===== src/rtl/mem_align_unit.sv =====
// Misaligned-access splitter between the EX/MEM register and the data-cache port.
// Splitting is built only when MEM_ALIGN_SPLIT_EN is defined; otherwise misaligned requests are flagged.
module mem_align_unit #(
    parameter int ADDR_W = 32,
    parameter int DATA_W = 32
) (
    input  logic              clk,
    input  logic              rst,
    input  logic              req_en,
    input  logic              req_rd,
    input  logic [1:0]        req_width,
    input  logic              req_sign,
    input  logic [ADDR_W-1:0] req_addr,
    input  logic [DATA_W-1:0] req_wdata,
    output logic              align_stall,
    output logic [DATA_W-1:0] align_ldata,
    output logic              align_misalign,
    output logic              Mem_DcacheEN,
    output logic              Mem_DcacheRd,
    output logic [1:0]        Mem_DcacheWidth,
    output logic              Mem_DcacheSign,
    output logic [ADDR_W-1:0] Mem_DcacheAddr,
    output logic [DATA_W-1:0] EXMem_Rs2Data,
    input  logic [DATA_W-1:0] Dcache_DataRd
);

    localparam logic [1:0] W_BYTE = 2'b00;
    localparam logic [1:0] W_HALF = 2'b01;
    localparam logic [1:0] W_WORD = 2'b10;
    localparam logic [1:0] W_NONE = 2'b11;

    logic req_ok;
    logic misaligned;
    logic in_idle;

    assign req_ok     = req_en && (req_width != W_NONE);
    assign misaligned = ((req_width == W_HALF) && req_addr[0]) ||
                        ((req_width == W_WORD) && (req_addr[1:0] != 2'b00));

`ifdef MEM_ALIGN_SPLIT_EN
    typedef enum logic [1:0] {IDLE, LD_HI, ST_BYTE} state_t;

    state_t            state;
    logic [31:0]       lo_reg;
    logic [1:0]        cnt;
    logic [1:0]        st_last;
    logic [ADDR_W-1:0] base;
    logic [63:0]       ld_pair;
    logic [DATA_W-1:0] ld_ext;

    assign in_idle = (state == IDLE);
    assign st_last = (req_width == W_HALF) ? 2'd1 : 2'd3;
    assign base    = {req_addr[ADDR_W-1:2], 2'b00};

    // The high word arrives in LD_HI; shifting the pair right by the byte offset lands the request at bit 0.
    assign ld_pair = {Dcache_DataRd, lo_reg} >> {req_addr[1:0], 3'b000};

    always_comb begin
        ld_ext = ld_pair[31:0];
        case (req_width)
            W_BYTE:  ld_ext = {{24{req_sign & ld_pair[7]}}, ld_pair[7:0]};
            W_HALF:  ld_ext = {{16{req_sign & ld_pair[15]}}, ld_pair[15:0]};
            default: ld_ext = ld_pair[31:0];
        endcase
    end

    // NOTE: sequential state uses non-blocking assignments so every register samples pre-edge values.
    always_ff @(posedge clk) begin
        if (rst) begin
            state  <= IDLE;
            lo_reg <= '0;
            cnt    <= '0;
        end else begin
            case (state)
                IDLE: begin
                    if (req_ok && misaligned) begin
                        if (req_rd) begin
                            lo_reg <= Dcache_DataRd;
                            state  <= LD_HI;
                        end else begin
                            cnt   <= 2'd1;
                            state <= ST_BYTE;
                        end
                    end
                end
                LD_HI: state <= IDLE;
                ST_BYTE: begin
                    if (cnt == st_last) begin
                        cnt   <= '0;
                        state <= IDLE;
                    end else begin
                        cnt <= cnt + 2'd1;
                    end
                end
                default: state <= IDLE;
            endcase
        end
    end
`else
    logic unused_ok;

    assign in_idle   = 1'b1;
    assign unused_ok = &{1'b0, clk, rst};
`endif

    // NOTE: every output gets a default first so no path through this block can infer a latch.
    always_comb begin
        align_stall     = 1'b0;
        align_ldata     = '0;
        align_misalign  = 1'b0;
        Mem_DcacheEN    = 1'b0;
        Mem_DcacheRd    = 1'b0;
        Mem_DcacheWidth = 2'b00;
        Mem_DcacheSign  = 1'b0;
        Mem_DcacheAddr  = '0;
        EXMem_Rs2Data   = '0;

        if (in_idle && req_ok && !misaligned) begin
            Mem_DcacheEN    = 1'b1;
            Mem_DcacheRd    = req_rd;
            Mem_DcacheWidth = req_width;
            Mem_DcacheSign  = req_sign;
            Mem_DcacheAddr  = req_addr;
            EXMem_Rs2Data   = req_wdata;
            align_ldata     = Dcache_DataRd;
        end

`ifdef MEM_ALIGN_SPLIT_EN
        case (state)
            IDLE: begin
                if (req_ok && misaligned) begin
                    Mem_DcacheEN = 1'b1;
                    align_stall  = 1'b1;
                    if (req_rd) begin
                        Mem_DcacheRd    = 1'b1;
                        Mem_DcacheWidth = W_WORD;
                        Mem_DcacheAddr  = base;
                    end else begin
                        Mem_DcacheWidth = W_BYTE;
                        Mem_DcacheAddr  = req_addr;
                        EXMem_Rs2Data   = {{(DATA_W-8){1'b0}}, req_wdata[7:0]};
                    end
                end
            end
            LD_HI: begin
                Mem_DcacheEN    = 1'b1;
                Mem_DcacheRd    = 1'b1;
                Mem_DcacheWidth = W_WORD;
                Mem_DcacheAddr  = base + ADDR_W'(4);
                align_ldata     = ld_ext;
            end
            ST_BYTE: begin
                Mem_DcacheEN    = 1'b1;
                Mem_DcacheWidth = W_BYTE;
                Mem_DcacheAddr  = req_addr + ADDR_W'(cnt);
                EXMem_Rs2Data   = {{(DATA_W-8){1'b0}}, req_wdata[{cnt, 3'b000} +: 8]};
                align_stall     = (cnt != st_last);
            end
            default: ;
        endcase
`else
        if (req_ok && misaligned)
            align_misalign = 1'b1;
`endif
    end

endmodule


===== config.mk =====
export PLATFORM = sky130hd
export DESIGN_NAME = mem_align_unit
export DESIGN_NICKNAME = d
export VERILOG_FILES = /design/src/rtl/mem_align_unit.sv
export SDC_FILE = /design/constraint.sdc
export NUM_CORES = 1
export LEC_CHECK = 0
export ABC_AREA = 1
export CORE_AREA = 2 2 79 81
export DETAILED_ROUTE_END_ITERATION = 6
export DIE_AREA = 0 0 81 83
export GPL_TIMING_DRIVEN = 0
export PLACE_DENSITY = 0.7
export SYNTH_ARGS = -nofsm -noshare
export SYNTH_HDL_FRONTEND = slang
export SYNTH_SLANG_ARGS = --single-unit

===== constraint.sdc =====
create_clock -name vclk -period 3.3
set_clock_uncertainty 0.05 [all_clocks]
set_input_delay 0.99 -clock vclk [all_inputs]
set_output_delay 0.99 -clock vclk [all_outputs]
set_load 0.1 [all_outputs]

==> results.json <==
{
  "status": "completed",
  "path_buf_inv": 5,
  "synth_area_sq_um": 905,
  "fillCellCount": 506,
  "die-area_sq_um": 6720,
  "vias": 1963,
  "syn_area_per_cell_sq_um": 3.99,
  "hold_viol": 0,
  "crit_chain": "clkdlybuf4s15_2 -> inv_2 -> a21oi_4 -> buf_4 -> nand3_2 -> buf_4 -> nor2_1 -> buf_6",
  "grt_pass1_wl_microns": 8490,
  "grt_max_degree": 11,
  "max-cap-violations": 0,
  "setup_viol": 0,
  "routed_wl_microns": 6070,
  "cp_data_arrival_time_ns": 2.22,
  "place_inst": 505,
  "first_pass_iters": 4,
  "busiest_layer": "met2",
  "port_buffers": 203,
  "use_met1": 0.141,
  "slew_viol_final": 0,
  "rsz0062_at_grt": "yes",
  "dpl-instance-area_sq_um": 3170,
  "ys_top_cells_by_count": "inv_1 (104), nor2_1 (98), buf_2 (7)",
  "seq_cells": 0,
  "period_minus_slack_ns": 3.26,
  "yosysMostFrequentCell": "inv_1",
  "syn_inst": 227,
  "required_ns": 2.26,
  "overflow": 0,
  "postRouteAntennaNets": 0,
  "cp-start-kind": "input port",
  "setup-tns-final_ns": 0,
  "syn_nets": 330,
  "synth_seq_area_share": 0,
  "finalInstanceArea_sq_um": 3600,
  "core_sq_um": 5820,
  "p_leak_nw": 2.02,
  "tightestPinTransition_ns": 0.553,
  "yosys-top-cells-area": "inv_1 (43%), nor2_1 (41%), buf_2 (3.9%)",
  "drt_iter0_markers": 13,
  "ys_warn_count": 0,
  "power_mw": 0.934,
  "timing.fmax_ghz": 0.307,
  "final-seq-area_sq_um": 0,
  "slowest_delay_ns": 0.24,
  "holdBufCountCts": 0,
  "fin_nets": 549,
  "critPathCaptureType": "output pin",
  "synthToLayoutAreaGrowth_pct": 298,
  "power.density_nw_per_um2": 260,
  "synth_area_leader_cell": "inv_1",
  "hold_slack_ns": 2.49,
  "cp_max_fo": 10,
  "hp-class": "in -> out",
  "fin_cells": 519,
  "rows": 28,
  "drc": 0,
  "antenna_found_initial": 0,
  "use_met2": 0.319,
  "path_class": "in -> out",
  "antenna_cells": 0,
  "crit_family": "buffers and inverters",
  "die_x_microns": 81,
  "vdd_drop_max_mv": 0.161,
  "ios": 206,
  "track_usage": 0.153,
  "clock_buffers": 0,
  "place.gp.congestion": 0.712,
  "synth.distinct_cells": 13,
  "start_util": 0.156,
  "place_ws_ns": -1.37,
  "drive_gt1_frac": 0.390,
  "avgViaCountPerCell": 3.78,
  "maxSlewHeadroom": 0.633,
  "die_y_microns": 83,
  "multi_input_area_sq_um": 647,
  "cpMaxStageDelayCell": "buf_6",
  "yosys.area.top_type_share": 0.432,
  "fin_util": 0.619,
  "use_met3": 0.0413,
  "cp_common_cell": "buf_4",
  "grt_pass1_vias": 1842,
  "dp_hpwl_microns": 4520,
  "fin_crit_sh": 0.988,
  "detail_route.wl_per_cell_microns": 11.7,
  "worst_slack_ns": 0.0400
}
path summary, 6_finish.rpt:
check,start,endpoint,slack (ns),cells after the start
max,req_en,EXMem_Rs2Data[18],0.04,8
min,req_width[1],Mem_DcacheWidth[1],2.49,4
where the power goes:
group          internal (mW)  total, mW  switching [mW]
clock network              0          0               0
registers                  0          0               0
logic                  0.305      0.934           0.630
total                  0.305      0.934           0.630
per-layer routing:
layer	up-vias	routed length [microns]
met5	-	0
li1	1012	-
met4	0	89
met2	118	3330
met1	825	1940
met3	8	718
tightest hold or removal path, cell delays in order:
cell,delay (ns)
buf_2,0.14
nand4_1,0.09
inv_1,0.04
buf_2,0.28
layout by cell type, fill, tap and decap left out:
cell and count:
a21oi_4 1, clkbuf_16 1, conb_1 1, nor2_2 15, nand3_2 2, bufbuf_16 1, nand4_1 3, clkdlybuf4s15_1 1
nor2_4 19, buf_4 39, nand2_1 3, buf_8 4, clkdlybuf4s15_2 2, buf_16 1, nand2_2 1, buf_12 17
nand3_4 1, clkdlybuf4s50_1 96, buf_6 58, nor2_1 64, inv_1 102, a21oi_1 1, buf_2 7, inv_2 4
final cells by class:
class,instances,share of cell area
Buffer,11,0.0337
Inverter,106,0.111
Multi-Input combinational cell,111,0.180
Tap cell,75,0.0261
Timing Repair Buffer,216,0.650
repair_timing:
item / CTS / global route
cloned: 3 / 1
pin swaps: 6 / 4
setup endpoints to repair: 102 / 99
setup buffers: 10 / 0
gates resized for setup: 732 / 39
endpoints found under the hold margin: 0 / 0
logic make-up after synthesis:
family                 Yosys count  synth area share
buffers and inverters          117             0.520
other                            1           0.00415
AO/OA/AOI/OAI                    2            0.0152
AND/OR/NAND/NOR                107             0.461
Power figures use the tool's default switching activity.
